## src/rtl/riscv_pkg.sv

```systemverilog
// riscv_pkg: shared core constants and the fetch front-end state type
package riscv_pkg;
  localparam int XLEN = 32;
  localparam logic [31:0] NOP = 32'h0000_0013;
  typedef enum logic [0:0] {FETCH = 1'b0, DRAIN = 1'b1} fetch_state_t;
endpackage

```

## src/rtl/fetch_fifo.sv

```systemverilog
// fetch_fifo: synchronous FIFO with flush and occupancy count; head is read combinationally
module fetch_fifo #(
  parameter int WIDTH = 32,
  parameter int DEPTH = 4
) (
  input  logic                     clk,
  input  logic                     reset,
  input  logic                     flush,
  input  logic                     push,
  input  logic                     pop,
  input  logic [WIDTH-1:0]         wdata,
  output logic [WIDTH-1:0]         rdata,
  output logic [$clog2(DEPTH):0]   count
);
  localparam int AW = $clog2(DEPTH);
  logic [WIDTH-1:0] mem_q [DEPTH];
  logic [AW-1:0] wr_q, wr_d, rd_q, rd_d;
  logic [AW:0] cnt_q, cnt_d;
  logic push_ok, pop_ok;
  always_comb begin
    push_ok = push && cnt_q != (AW+1)'(DEPTH);
    pop_ok = pop && cnt_q != '0;
    wr_d = push_ok ? wr_q + AW'(1) : wr_q;
    rd_d = pop_ok ? rd_q + AW'(1) : rd_q;
    cnt_d = cnt_q + (AW+1)'(push_ok) - (AW+1)'(pop_ok);
  end
  always_ff @(posedge clk) begin
    if (reset || flush) begin
      wr_q <= '0;
      rd_q <= '0;
      cnt_q <= '0;
    end else begin
      wr_q <= wr_d;
      rd_q <= rd_d;
      cnt_q <= cnt_d;
    end
  end
  always_ff @(posedge clk) begin
    if (push_ok) mem_q[wr_q] <= wdata;
  end
  assign rdata = mem_q[rd_q];
  assign count = cnt_q;
endmodule

```

## src/rtl/fetch_unit.sv

```systemverilog
// fetch_unit: sequential-PC fetch front end with instruction queue, redirect flush and stale-response drain
module fetch_unit import riscv_pkg::*; #(
  parameter int DEPTH = 4,
  parameter int XLEN = riscv_pkg::XLEN
) (
  input  logic            clk,
  input  logic            reset,
  input  logic [XLEN-1:0] initial_address,
  input  logic            redirect_valid,
  input  logic [XLEN-1:0] redirect_addr,
  output logic            imem_req,
  output logic [XLEN-1:0] imem_addr,
  input  logic            imem_gnt,
  input  logic            imem_rvalid,
  input  logic [XLEN-1:0] imem_rdata,
  output logic            de_valid,
  input  logic            de_ready,
  output logic [XLEN-1:0] de_instruction,
  output logic [XLEN-1:0] de_pc,
  output logic [XLEN-1:0] de_pc_plus4
);
  localparam int CW = $clog2(DEPTH) + 1;
  fetch_state_t state_q, state_d;
  logic [XLEN-1:0] pc_q, pc_d, tag_pc;
  logic [CW-1:0] outst_q, outst_d, q_count, t_count;
  logic [2*XLEN-1:0] head;
  logic issue, resp, accept, pop;
  always_comb begin
    imem_req = !reset && !redirect_valid && state_q == FETCH &&
               ({1'b0, q_count} + {1'b0, outst_q}) < (CW+1)'(DEPTH);
    issue = imem_req && imem_gnt;
    resp = imem_rvalid && outst_q != '0;
    accept = resp && state_q == FETCH && !redirect_valid;
    pop = de_valid && de_ready && !redirect_valid;
    outst_d = outst_q + CW'(issue) - CW'(resp);
    pc_d = redirect_valid ? redirect_addr & ~XLEN'(3) : issue ? pc_q + XLEN'(4) : pc_q;
    state_d = (redirect_valid || state_q == DRAIN) ? (outst_d == '0 ? FETCH : DRAIN) : FETCH;
  end
  always_ff @(posedge clk) begin
    if (reset) begin
      pc_q <= initial_address & ~XLEN'(3);
      outst_q <= '0;
      state_q <= FETCH;
    end else begin
      pc_q <= pc_d;
      outst_q <= outst_d;
      state_q <= state_d;
    end
  end
  // tag FIFO pairs each in-order response with the PC it was fetched from
  fetch_fifo #(.WIDTH(XLEN), .DEPTH(DEPTH)) u_tags (
    .clk(clk), .reset(reset), .flush(redirect_valid), .push(issue), .pop(accept),
    .wdata(pc_q), .rdata(tag_pc), .count(t_count)
  );
  fetch_fifo #(.WIDTH(2*XLEN), .DEPTH(DEPTH)) u_queue (
    .clk(clk), .reset(reset), .flush(redirect_valid), .push(accept), .pop(pop),
    .wdata({tag_pc, imem_rdata}), .rdata(head), .count(q_count)
  );
  assign imem_addr = pc_q;
  assign de_valid = !reset && q_count != '0;
  assign de_pc = head[2*XLEN-1:XLEN];
  assign de_instruction = head[XLEN-1:0];
  assign de_pc_plus4 = de_pc + XLEN'(4);
  always_ff @(posedge clk) begin
    if (!reset) begin
      assert (!(imem_rvalid && outst_q == '0));
      assert (state_q == DRAIN || t_count == outst_q);
    end
  end
endmodule
```

## config.mk

```make
export PLATFORM = sky130hd
export DESIGN_NAME = fetch_unit
export DESIGN_NICKNAME = d
export VERILOG_FILES = /design/src/rtl/riscv_pkg.sv /design/src/rtl/fetch_fifo.sv /design/src/rtl/fetch_unit.sv
export SDC_FILE = /design/constraint.sdc
export NUM_CORES = 1
export LEC_CHECK = 0
export CAP_MARGIN = 0
export CORE_AREA = 3 3 172 191
export CTS_CLUSTER_DIAMETER = 80
export DETAILED_ROUTE_END_ITERATION = 7
export DIE_AREA = 0 0 175 194
export GPL_TIMING_DRIVEN = 1
export PLACE_DENSITY = 0.9
export SLEW_MARGIN = 5
export SYNTH_ARGS = -nofsm -noshare
export SYNTH_HDL_FRONTEND = slang
export SYNTH_SLANG_ARGS = --single-unit
```

## constraint.sdc

```tcl
create_clock -name clk -period 3.86 [get_ports clk]
set_input_delay 0.772 -clock clk [delete_from_list [all_inputs] [get_ports clk]]
set_output_delay 0.772 -clock clk [all_outputs]
set_load 0.1 [all_outputs]
```

Word level (Yosys, flattened, before mapping)
Memories as Yosys holds them, arrays and structs flattened. A register that Yosys moved wholly into a read port is not among the register bits.
Cells that the tools add are included.
{ "totals": {"elab_cells": 67, "memories": 2, "latchBits": 0, "reg_bits": 50, "ram_bits": 384, "output_inout_bits": 130, "romBits": 0, "in_bits": 102} }
{ "memory_table": {"columns": ["memory", "words", "word_bits", "rd", "rd_ports_with_merged_regs", "write_ports", "line", "rtl"], "rows": [
  ["u_queue.mem_q", 4, 64, 1, 1, 1, "fetch_fifo.sv:16", "logic [WIDTH-1:0] mem_q [DEPTH];"],
  ["u_tags.mem_q", 4, 32, 1, 1, 1, "fetch_fifo.sv:16", null]
]} }
{ "op_classes": {"add_sub_neg": 13, "div": 0, "n_mux": 12, "bitwise": 2, "order_cmp": 1, "shift": 0, "reduce_logical": 25, "n_mul": 0, "eq_ne": 2} }
{ "ops": {"columns": ["cell", "count"], "rows": [
  ["32-bit two-way mux", 3],
  ["32-bit by 3-bit adder with 32-bit output (second input constant)", 2],
  ["1-bit logical AND", 14],
  ["3-bit nonzero test", 4],
  ["3-bit by 1-bit adder with 3-bit output", 3],
  ["3-bit by 1-bit subtractor with 3-bit output", 3],
  ["2-bit by 1-bit adder with 2-bit output (second input constant)", 4],
  ["2-bit two-way mux", 4],
  ["3-bit != test (second input constant)", 2],
  ["1-bit two-way mux", 5],
  ["3-bit by 3-bit adder with 4-bit output", 1],
  ["4-bit by 3-bit less-than comparator with 1-bit output (second input constant)", 1],
  ["2-bit OR reduction", 2],
  ["3-bit logical NOT", 1],
  ["1-bit logical NOT", 2],
  ["1-bit logical OR", 2],
  ["1-bit inverter", 2]
]} }

Depth between registers and ports, before layout
Gate-level depths: netlist of the first run.
{ "logic_depth": {"ltp_word": 9, "mapped_depth": 11, "ltp_nobuf": 11} }

By module
From an unflattened synthesis of the first run, not the netlist that was laid out.
{ "unflattened": {"hier_cells": 921, "area_unflattened_um2": 17772.0} }
{ "by_module_without_submodules": {"columns": ["module", "area_per_inst_um2", "n_inst", "seq_area_each_um2", "cells_each"], "rows": [
  ["fetch_fifo at u_queue", 9764.4, 1, 7867.5, 379],
  ["fetch_fifo at u_tags", 5114.9, 1, 4023.9, 212],
  ["fetch_unit", 2892.8, 1, 980.9, 330]
]} }

Least setup slack after synthesis of the first run
No wires, ideal clock.
{ "synth_timing": {"path_type": "reg2out", "start": "register (tool-made name)", "end": "output de_pc_plus4[26]", "path_buffers": 2, "arrival_time_ps": 4016, "path_slack_ps": -928, "path_stages_with_launch": 8, "required_ps": 3088, "path_cell_list": "dfxtp_1 > buf_6 > buf_12 > mux4_1 > nand4_1 > nor4_4 > nand3_1 > xnor2_1"} }
{ "synth_lines": {"columns": ["element", "line", "rtl"], "rows": [
  ["end: declaration", "fetch_unit.sv:20", "output logic [XLEN-1:0] de_pc_plus4"]
]} }

==> results of run 1 <==
[flip-flops by register name, indices dropped and copies added (netlist names), named ones only]
register / count
state_q: 1
u_queue.rd_q: 2
u_tags.count: 3
u_tags.wr_q: 2
u_tags.mem_q: 120
u_queue.mem_q: 248
u_tags.rd_q: 2
u_queue.wr_q: 2
outst_q: 3
u_queue.count: 3
imem_addr: 30
[power groups by stage]
| stage | clock (uW) | combinational, uW | sequential (uW) |
|---|---|---|---|
| after CTS | 3940 | 2400 | 5380 |
| after detailed placement | 0 | 2380 | 5470 |
| after global routing | 4120 | 2480 | 5400 |
| after global placement | 0 | 2340 | 5450 |
| final | 3880 | 2400 | 5380 |
| after floorplan | 0 | 1460 | 5700 |
[worst paths after layout]
| kind | slack (ns) | cells past startpoint | start | endpoint |
|---|---|---|---|---|
| worst min register to register | 0.57 | 2 | u_tags.rd_q[0] | u_tags.rd_q[0] |
| worst max register to register | 0.92 | 11 | outst_q[2] | state_q |
| worst min-delay path | 0.57 | 2 | u_tags.rd_q[0] | u_tags.rd_q[0] |
| worst max-delay path | 0.12 | 9 | flop | de_pc_plus4[28] |
[cell type report]
type                       count  area (sq um)
sequential                   420         12400
tap                          420           526
clock inverter                26           243
inverter                      20          75.1
fill                        1884          9320
clock buffer                  48          1070
timing repair buffer         259          2690
multi-input combinational    428          4820
[per-layer routing]
metal	share of wire [%]	track usage (%)	vias to the layer above
met5	0	0	-
met1	39	27.9	4724
li1	-	-	4132
met2	53	37.7	422
met4	1.9	5.26	0
met3	6.8	3.68	52
[cells by family (layout without fill, tap and decap cells)]
logic type	Yosys count	count (layout)	synth area share (%)
AOI/OAI and AO/OA	52	52	1.89
xor gates and xnor gates	61	61	3.14
adders and majority gates	21	21	1.68
buffers and inverters	58	353	1.67
DFF	420	420	72.8
muxes	106	106	13.2
other	1	6	0.0220
and+or+nand+nor	182	182	5.62
[timing repair]
item / in CTS / in global routing
setup buffers: 1 / 9
pin swaps: 1 / 1
endpoints found under the setup margin: 11 / 10
resized for setup: 4 / 3
hold buffers: 0 / 0
[cells in the mapped netlist (8+ instances only)]
library cell  instances
o21ai_0              18
inv_1                19
a21oi_1              10
mux4_2               84
dfxtp_1              22
edfxtp_1            398
mux4_1                8
mux2i_1              13
nand3_1              24
nor2_1               35
xnor2_1              34
xor2_1               27
nand2_1              49
clkbuf_1             15
nand4_1              20
ha_1                 18
and2_1               15
[stage by stage]
| step | power, uW | setup WS [ns] | setup TNS (ns) |
|---|---|---|---|
| after floorplan | 7150 | -0.298 | -0.397 |
| after global placement | 7790 | 0.415 | 0 |
| after detailed placement | 7860 | 0.334 | 0 |
| after CTS | 11700 | 0.0424 | 0 |
| after global routing | 12000 | -0.0347 | -0.0496 |
| final | 11700 | 0.122 | 0 |
[worst max-delay path: cells and delay by family (launching register included)]
family | cells | cell delay [ns]
muxes | 1 | 0.54
and+or+nand+nor | 3 | 0.47
buffers and inverters | 3 | 0.53
xor gates and xnor gates | 1 | 0.15
adders and majority gates | 1 | 0.26
DFF | 1 | 0.48
==> results.cfg, run 1 <==
[outcome]
status = finished, final reports clean

[clocking]
cts_sinks = 420
cts_tree = done
cts_root_buf = clkbuf_16
clk_pin_slew_ns = 0.06
numCtsBuffers = 41
insertion_delay_ns = 0.54
cts-htree-levels = 2
clock_path_buffers = 3

[synthesis]
synth_cell_types = 52
synthFlopType = edfxtp_1
synth-seq-cells = 420
synth_warnings = 0
syn_area_sq_um = 17000
synth_enable_flop_cells = 398
syn_avg_cell_area_sq_um = 18.9
ys_top_cells_by_area = edfxtp_1 (70%), mux4_2 (11%), dfxtp_1 (2.6%), xnor2_1 (1.7%), xor2_1 (1.4%)
synth_cells = 901
yosysTopAreaCellShare_pct = 70.2
ys_async_sr_fraction_pct = 0
ys_seq_area_share_pct = 72.8
yosys.area.top_type = edfxtp_1

[cells_and_area]
final_layout_size_suffix_gt1_share_pct = 27.6
antennaDiodeCount = 0
area_growth_syn_to_layout_pct = 28.2
final_common_cell = edfxtp_1
final_cell_area_sq_um = 21800
fin_util_pct = 70.1
instances_no_fill = 1621
nets = 1293
final_cell_mix = edfxtp_1 (398), clkdlybuf4s50_1 (125), buf_4 (99), mux4_2 (87), nand2_1 (49)

[grt]
grtUsageTotal_pct = 21.4
grt-ovfl-total = 0
grt_pass1_vias = 9858
grt_pass1_wl_um = 56100
grt_max_degree = 41
grt_antenna_before_repair = 0

[timing]
hold-worst-slack_ns = 0.573
timing.fmax_ghz = 0.267
max_slew_margin_pct = 28.8
fin_skew_ns = 0.0229
worst_pin_slew_ns = 1.07
rsz0062_at_grt = true
setup_viol = 0
slew_violations = 0
fin_crit_ns = 3.74
hold_viol = 0
period_share_pct = 96.9

[detailed_routing]
via_per_inst = 5.76
drt_iter0_drc = 766
vias = 9330
routed_wl_um = 36100
drc = 0
detail_route.wl_per_cell_um = 22.3
drt_first_pass_iters = 5
detail-route-antenna-nets = 0

[pwr]
p_int_uw = 8180
pwr-share-clk_pct = 33.3
switchingPower_uw = 3480
comb_power_share_pct = 20.5
seq_power_share_pct = 46.2
power_density_nw_per_um2 = 534
p_leak_uw = 0.00734
p_sw_share_pct = 29.8
peakVddDrop_mv = 0.348

[floorplanning]
die_x_um = 175
die_h_um = 194
rows = 68
die_area_sq_um = 34000
start_util_pct = 54.7
core_region_area_sq_um = 31100
io_pins = 232

[critical_path]
slowest_stage = mux4_2
cp.required_ns = 3.09
critPathMaxStageDelay_ns = 0.54
crit_type = reg2out
critPathMostFrequentCell = buf_4
cp_data_arrival_time_ns = 2.97
cp_cell_sequence = buf_4, mux4_2, ha_1, nand2_1, nor4_4, buf_4, nand3_1, xnor2_4, buf_12
critPathCaptureType = output port
cp-start-kind = flop
crit_fanout = 14

[place]
gp_congestion = 0.806
hpwl_um = 23800
numPortBuffers = 221
dpl_cell_area_sq_um = 20400
placedCellCount = 1537

[min_path]
hold_class = reg2reg

[run]
cap_violations = 0
Note: power is estimated with default switching activity, not from simulation.
==> run 2: changes to the inputs <==
--- a/config.mk
+++ b/config.mk
@@ -12,6 +12,7 @@
 export DIE_AREA = 0 0 175 194
 export GPL_TIMING_DRIVEN = 1
 export PLACE_DENSITY = 0.9
+export REMOVE_ABC_BUFFERS = 1
 export SLEW_MARGIN = 5
 export SYNTH_ARGS = -nofsm -noshare
 export SYNTH_HDL_FRONTEND = slang
==> results.cfg, run 2 (same netlist as run 1, synthesis figures left out) <==
[detailed_routing]
routed_wl_um = 34000
drc = 0
drt_first_pass_iters = 5
detail_route.wl_per_cell_um = 21.1
drt_iter0_drc = 773
detail-route-antenna-nets = 0
via_per_inst = 5.63
vias = 9082

[timing]
layout_setup_ws_ns = 0.153
max_slew_margin_pct = 25.9
worst_pin_slew_ns = 1.11
period_share_pct = 96.0
slew_violations = 0
hold-worst-slack_ns = 0.543
rsz0062_at_grt = false
setup_viol = 0
finalSetupTns_ns = 0
fin_skew_ns = 0.0159
fin_crit_ns = 3.71
timing.fmax_ghz = 0.270
hold_viol = 0

[clocking]
cts_sinks = 420
clock_path_buffers = 3
cts-htree-levels = 2
insertion_delay_ns = 0.52
clk_pin_slew_ns = 0.06
cts_root_buf = clkbuf_16
numCtsBuffers = 40
cts_tree = done

[cells_and_area]
final_common_cell = edfxtp_1
n_fill_cell = 2018
area_growth_syn_to_layout_pct = 25.1
area.sequential_sq_um = 12400
largest_reg_flops = 248
multiInputGateArea_sq_um = 4380
antennaDiodeCount = 0
final_cell_mix = edfxtp_1 (398), clkdlybuf4s50_1 (125), buf_4 (94), mux4_2 (84), nand2_1 (49)
final_layout_size_suffix_gt1_share_pct = 23.7
nets = 1289
regMostFlops = u_queue.mem_q

[outcome]
status = finished, final reports clean

[critical_path]
critPathMostFrequentCell = buf_4
r2r_cells = 11
rrSetupSlack_ns = 0.99
crit_fanout = 11
cp-start-kind = flop
cp_cell_sequence = buf_4, mux4_2, nand4_2, nor4_4, buf_4, nand3_1, xnor2_1, buf_12
critical_path_buf_inv_count = 3
crit_type = reg2out
crit_family = simple AND/OR/NAND/NOR gates
slowest_stage = mux4_2
cp_data_arrival_time_ns = 2.93
critPathMaxStageDelay_ns = 0.41
r2r-end = state_q
crit-reg2reg-launch = u_queue.count[2]
cp.required_ns = 3.09
critPathCaptureType = output port

[floorplanning]
rows = 68
die_h_um = 194
die_x_um = 175
core_region_area_sq_um = 31100
start_util_pct = 54.7
die_area_sq_um = 34000
io_pins = 232

[min_path]
hold_class = reg2reg
hold_depth = 2
holdPathEnd = u_queue.rd_q[0]
min_from = u_queue.rd_q[0]

[place]
post-place-ws_ns = 0.394
hpwl_um = 22500
gp_congestion = 0.780
numPortBuffers = 221

[run]
cap_violations = 0

[grt]
met2_usage_pct = 34.4
busiest_layer = met2
grt_pass1_vias = 9448
grt-ovfl-total = 0
grt_pass1_wl_um = 53600
gr-usage-met1_pct = 27.4
grtUsageTotal_pct = 20.2
grt_antenna_before_repair = 0
grt_max_degree = 63
grt_util_met3_pct = 3.35

[pwr]
power_density_nw_per_um2 = 529
peakVddDrop_mv = 0.264
p_leak_uw = 0.00710
[run 2: changes by cell type in the layout (fill, tap and decap cells not counted), moves of 5 or more]
cell	change
xnor2_4	-19
xnor2_1	+24
buf_4	-5
xnor2_2	-5
clkbuf_1	+5
[run 2: through the flow]
step,cell area (sq um),utilization (%),total power (uW),cells
after floorplan,16800,-,7060,868
after global placement,20000,64.2,7720,1537
after detailed placement,20000,64.2,7780,1537
after CTS,21200,68.2,11400,1606
after global routing,21300,68.4,11600,1612
final,21300,68.4,11300,1612
[run 2: where the power goes]
group          internal, uW  switching (uW)  leakage, uW  total, uW
sequential             5230             143      0.00381       5370
combinational           644            1660      0.00271       2310
clock                  2060            1510     0.000581       3570
[run 2: worst max path at each step]
stage	start	endpoint	slack, ns	cells past startpoint
final	flop	de_pc_plus4[30]	0.15	8
after global routing	flop	de_pc_plus4[30]	0.02	8
after CTS	flop	de_pc_plus4[29]	0.008	7
after detailed placement	flop	de_pc_plus4[29]	0.39	7
after global placement	flop	de_pc_plus4[29]	0.43	7
after floorplan	flop	de_pc_plus4[26]	-3.32	5
[run 2: worst min-delay path: cells and delay by family (launching register included)]
family / cells / cell delay, ns
and+or+nand+nor: 1 / 0.08
DFF: 1 / 0.34
xor gates and xnor gates: 1 / 0.09
[run 2: area by class of cell]
cell class / instances / area share, %
Clock buffer: 54 / 5.19
Clock inverter: 14 / 0.411
Inverter: 20 / 0.353
Multi-Input combinational cell: 428 / 20.6
Sequential cell: 420 / 58.2
Tap cell: 420 / 2.47
Timing Repair Buffer: 256 / 12.8
[run 2: timing repair]
item / in CTS / in global routing
cloned: 1 / 0
setup endpoints to repair: 8 / 14
hold buffers: 0 / 0
gates resized for setup: 2 / 2
setup buffers: 0 / 6
[run 2: metal layers]
metal / routed length (um) / vias up
met1: 13800 / 4585
met3: 1990 / 48
met4: 705 / 0
met5: 0 / -
li1: - / 4124
met2: 17500 / 325
